[config.mk]
export PLATFORM = sky130hd
export DESIGN_NAME = mod_counter
export DESIGN_NICKNAME = d
export VERILOG_FILES = /design/src/rtl/mod_counter.sv
export SDC_FILE = /design/constraint.sdc
export NUM_CORES = 1
export LEC_CHECK = 0
export ABC_AREA = 1
export BUFFER_PORTS_ARGS = -buffer_cell sky130_fd_sc_hd__buf_2
export CAP_MARGIN = 20
export CELL_PAD_IN_SITES_DETAIL_PLACEMENT = 0
export CELL_PAD_IN_SITES_GLOBAL_PLACEMENT = 2
export CORE_MARGIN = 8
export CORE_UTILIZATION = 20
export DETAILED_ROUTE_END_ITERATION = 8
export PLACE_DENSITY = 0.79
export SKIP_CTS_REPAIR_TIMING = 1
export SLEW_MARGIN = 20
export SYNTH_ARGS = -nofsm -noshare
export SYNTH_HDL_FRONTEND = slang
export SYNTH_SLANG_ARGS = --single-unit
[constraint.sdc]
create_clock -name CLK -period 1.43 [get_ports CLK]
set_clock_uncertainty 0.15 [all_clocks]
set_input_delay 0.143 -clock CLK [delete_from_list [all_inputs] [get_ports CLK]]
set_output_delay 0.143 -clock CLK [all_outputs]
set_load 0.02 [all_outputs]
[src/rtl/mod_counter.sv]
// mod_counter: up/down modulo counter with wrap-or-saturate terminal behaviour.
//
// Parameters
//   WIDTH    count width in bits (2..32)
//   MODULUS  count range 0..MODULUS-1 (2..2**WIDTH)
//   SATURATE 0 = wrap at the range ends, 1 = hold at the range ends
//
// Ports
//   CLK       sole clock, rising edge
//   reset     asynchronous active-low reset
//   en        count enable, one step per enabled cycle
//   up_dn     direction, 1 = increment, 0 = decrement
//   clr       synchronous clear (highest priority)
//   load      synchronous parallel load (below clr, above en)
//   load_val  value applied on load; out-of-range loads clamp to MODULUS-1
//   count     registered current count
//   tc        combinational terminal count, gated by en and up_dn
//   wrap      registered one-cycle pulse after an enabled step taken at the terminal
//   load_err  sticky flag for an out-of-range load, cleared only by reset
module mod_counter #(
  parameter int unsigned     WIDTH    = 4,
  parameter longint unsigned MODULUS  = 16,
  parameter bit              SATURATE = 1'b0
) (
  input  logic             CLK,
  input  logic             reset,
  input  logic             en,
  input  logic             up_dn,
  input  logic             clr,
  input  logic             load,
  input  logic [WIDTH-1:0] load_val,
  output logic [WIDTH-1:0] count,
  output logic             tc,
  output logic             wrap,
  output logic             load_err
);

  // Largest legal count. When MODULUS == 2**WIDTH this is all ones, so a
  // load can never be out of range and plain WIDTH-bit arithmetic wraps.
  localparam logic [WIDTH-1:0] MaxVal = WIDTH'(MODULUS - 64'd1);

  logic [WIDTH-1:0] count_d;
  logic             wrap_d;
  logic             load_err_d;
  logic             at_top;
  logic             at_bot;
  logic             load_oob;

  assign at_top   = (count == MaxVal);
  assign at_bot   = (count == '0);
  assign load_oob = (load_val > MaxVal);
  assign tc       = en & (up_dn ? at_top : at_bot);

  always_comb begin
    count_d    = count;
    wrap_d     = 1'b0;
    load_err_d = load_err;
    if (clr) begin
      count_d = '0;
    end else if (load) begin
      if (load_oob) begin
        count_d    = MaxVal;
        load_err_d = 1'b1;
      end else begin
        count_d = load_val;
      end
    end else if (en) begin
      // tc already includes en, so it marks exactly a step taken at the limit.
      wrap_d = tc;
      if (up_dn) begin
        if (at_top) count_d = SATURATE ? count : '0;
        else        count_d = count + WIDTH'(1);
      end else begin
        if (at_bot) count_d = SATURATE ? count : MaxVal;
        else        count_d = count - WIDTH'(1);
      end
    end
  end

  always_ff @(posedge CLK or negedge reset) begin
    if (!reset) begin
      count    <= '0;
      wrap     <= 1'b0;
      load_err <= 1'b0;
    end else begin
      count    <= count_d;
      wrap     <= wrap_d;
      load_err <= load_err_d;
    end
  end

endmodule

# --- Word level (Yosys, flattened, before mapping) ---
# Cells that the tools add are included.
# W data, S select, Z words.
totals:
  inputBits: 10
  out_inout_bits: 7
  elab_cells: 23
  reg_bits: 6
classes:
  reduce_logical: 3
  add_sub_neg: 2
  n_lt_le_gt_ge: 1
  n_eq_ne: 1
  bitwise_logic: 2
  muxes: 11
ops:
  columns: ["operator", "count"]
  rows:
  - ["$mux W4", 7]
  - ["$add A4 B1 Y4 const B", 1]
  - ["$eq A4 B4 Y1 const B", 1]
  - ["$gt A4 B4 Y1 const B", 1]
  - ["$logic_not A4 Y1", 1]
  - ["$mux W1", 4]
  - ["$sub A4 B1 Y4 const B", 1]
  - ["$reduce_and A3 Y1", 1]
  - ["$reduce_bool A3 Y1", 1]
  - ["$and A1 B1 Y1", 1]
  - ["$not A1 Y1", 1]

# --- Depth between registers and ports, before layout ---
logic_depth:
  ltp_word: 6
  mapped_depth: 10
  ltp_nobuf: 10

# --- Least setup slack after synthesis ---
# OpenSTA, ideal clock, no wires.
synth_path:
  path_kind: "flip-flop to flip-flop"
  startpoint: "register count[0]"
  endpoint: "register count[1]"
  required_ps: 1198
  stages_incl_launch_ff: 7
  path_buffers: 0
  setup_ps: 82
  synth_period_minus_slack_ps: 1657
  arrival_time_ps: 1425
  path_slack_ps: -227
  cell_sequence: "dfrtp_1 > inv_1 > ha_1 > or2_2 > nand3_1 > o21ai_0 > o22ai_1"
synth_between:
  elab_chain_cells: 6
  word_cells_on_any_way: 10
  cone_classes: "add/sub: 2; eq/ne: 1; mux: 6; reduce/logical: 1"
synth_lines:
  columns: ["element", "line_no", "rtl"]
  rows:
  - ["start: declaration", "32", "output logic [WIDTH-1:0] count,"]
  - ["start signal: assignment", "86", "count <= count_d;"]
  - ["$sub A4 B1 Y4, or another cell as far along", "75", "else count_d = count - WIDTH'(1);"]
  - ["$mux W4 (on tied branches)", "74, 71", null]
  - ["$mux W4 *", "70", "if (up_dn) begin"]
  - ["$mux W4 *", "67", "end else if (en) begin"]
  - ["$mux W4 *", "60", "end else if (load) begin"]
  - ["$mux W4 *", "58", "if (clr) begin"]
# Mark *: on every way between the ends. The rest lies on a longest branch, timed or not. The select of a mux whose other input is x is not followed.
# A chain may end at the register's enable or synchronous reset.

# --- Worst setup path in the final report ---
layout_path:
  startpoint: "register count[1]"
  endpoint: "output port tc"
layout_between:
  elab_chain_cells: 3
  word_cells_on_any_way: 4
  cone_classes: "eq/ne: 1; mux: 1; bitwise: 1; reduce/logical: 1"
layout_lines:
  columns: ["element", "line_no", "rtl"]
  rows:
  - ["$eq A4 B4 Y1 or $logic_not A4 Y1 (tied branches)", "49, 50", null]
  - ["$mux W1 *", "52", "assign tc = en & (up_dn ? at_top : at_bot);"]
  - ["$and A1 B1 Y1 *", "52", null]
  - ["end: declaration", "33", "output logic tc,"]
# Mark *: on every way between the ends. The rest lies on a longest branch, timed or not.

==> run metrics <==
initial antenna violation count 0; Synth Flop Type dfrtp_1; post-synth top area share 29.9%; flop2flop setup slack 10 ps; CP Max Fanout 3; placed cell count 109; Post-Syn Instances 65; Ant. Diodes 0; achievable clock frequency 623 MHz; clk_lat worst skew 240 ps; design area 701 µm²; routed len/inst 10.9 µm; WP data required 1140 ps; Final HPWL DP 1060 µm; Post-synth EDFFs 0; die footprint 0.00382 mm²; routability cong. 0.728; reg2reg start count[1]$_DFFE_PN0P_; global-route wire length before repair 2020 µm; FP Rows 16; Ys Warns 0; max_cap viols 0; TritonCTS buffer count 3; Max clock buf depth 2; clock root buffer clkbuf_4; IO buf count 15; reg-to-reg endpoint count[3]$_DFFE_PN0P_; Top Ports 17; Vias 494; core area 0.00196 mm²; kind of critical path flop to output pin; r2r worst-path depth 11; fin. max-slew vios 0; area leader, netlist dfrtp_1; synth cell count leaders nand2_1, nor2_1, inv_1; Vias/cell 4.15; Synth cell types 19; Synth Register Bits 5; Syn Nets 78; outcome complete, but fails checks; sequential area share after synthesis 29.9%; gr ovfl total 0; DP Area 566 µm²; layout cells sized above 1 50.0%; syn avg cell area 6.45 µm²; peak supply drop 664 µV; final core occ 35.7%; worst setup margin -176 ps; Area Growth Syn to Fin 67.2%; H-tree Lvls 1; ys async rst share 100%; RSZ-0062 raised after global routing true; Final period util 112%; vias in the first global route 455; WL final 1300 µm; post-route DRC violation count 0; CP Data Arrival Time 1310 ps; CP Launch Type flop; Hold Crit Class primary input to flop; setup TNS -176 ps; Die W 61.8 µm; Initial Util 21.4%; cell depth of the worst min-delay path 3; Leakage 0.378 nW; Detail Route Antenna Nets 0; Final #Nets 106; pin count of the biggest net entering global routing 10; pwr dens 810 mW/mm²; Tmin final 1610 ps; Initial DRC Count 9; Die Ht 61.8 µm; Non-Filler Instances 119; Overall Power 568 µW; hold path startpoint en; clk sinks 5; Clock transition at path regs 40 ps; CTS tree done; Mapped Area 419 µm²; most numerous cell in the Yosys netlist nand2_1; ranking of synthesized cells by area dfrtp_1, nand2_1, ha_1, nor2_1, nand3_1; GRT Overall Usage 6.90%; Fin. Hold Viols 0; violated checks negative setup slack; # setup viols final 1; DR pass1 iterations 4; Critical Path Sink Type output pin; Worst Hold End wrap$_DFF_PN0_
==> worst max-delay path by stage <==
stage                                 to                  from  slack, ps
floorplan           count[1]$_DFFE_PN0P_  count[1]$_DFFE_PN0P_          3
global placement    count[1]$_DFFE_PN0P_  count[1]$_DFFE_PN0P_          4
detailed placement  count[1]$_DFFE_PN0P_  count[1]$_DFFE_PN0P_        -10
CTS                                   tc  count[0]$_DFFE_PN0P_       -270
global route                          tc  count[1]$_DFFE_PN0P_       -240
finish                                tc  count[1]$_DFFE_PN0P_       -180
==> report_power, final <==
part | internal [mW] | leakage [nW] | switching, mW | total (mW)
logic | 0.105 | 0.301 | 0.121 | 0.225
clock network | 0.105 | 0.0150 | 0.0576 | 0.163
registers | 0.156 | 0.0611 | 0.0235 | 0.179
total | 0.366 | 0.378 | 0.202 | 0.568
==> cells in the final DEF (no fill, tap or decap), types with 2 or more instances in the layout <==
master         instances
o21ai_2                3
dfrtp_2                3
nand2_2                3
inv_4                  2
nand3_1                4
clkbuf_4               3
buf_2                 14
nor2_1                 9
dfrtp_1                2
o22ai_1                2
dlygate4sd3_1          3
buf_4                  7
nand2_1               14
ha_4                   2
nand3_2                2
inv_2                  3
or2_4                  2
inv_1                  4
==> stage by stage <==
step	hold WS [ps]	setup slack, ps
after floorplan	-303	2.70
after global placement	-186	4.14
after detailed placement	-186	-9.64
after CTS	-444	-270
after global routing	30.7	-242
final	20.6	-176
==> registers in the layout (all words and copies together), names as in the netlist <==
signal,count
count,4
wrap,1
==> critical path: stages, from the launching register on <==
cell and delay (ps):
dfrtp_2 420, ha_4 170, nand2_4 60, o21ai_2 160, nand3_2 100, inv_2 60
buf_6 110
==> logic make-up after synthesis <==
family / after synthesis / synth area share, %
flops: 5 / 29.9
fa+ha+maj: 3 / 8.96
simple gates: 37 / 38.2
compound gates: 7 / 8.95
xor+xnor: 1 / 2.09
other cells: 1 / 0.895
buf+inv: 11 / 11.0
==> routing by layer <==
layer | vias up | track usage (%) | part of all wire (%)
met3 | 0 | 2.67 | 6.4
met5 | - | 0 | 0
met4 | 0 | 1.95 | 0
li1 | 259 | - | -
met2 | 13 | 11.5 | 49
met1 | 222 | 7.95 | 45
==> layout make-up <==
class	count	area (µm²)
Clock buffer	4	26.3
Timing Repair Buffer	25	164
Multi-Input combinational cell	49	309
Fill cell	233	1260
Sequential cell	5	129
Tap cell	27	33.8
Inverter	9	38.8
Power figures use the tool's default switching activity.
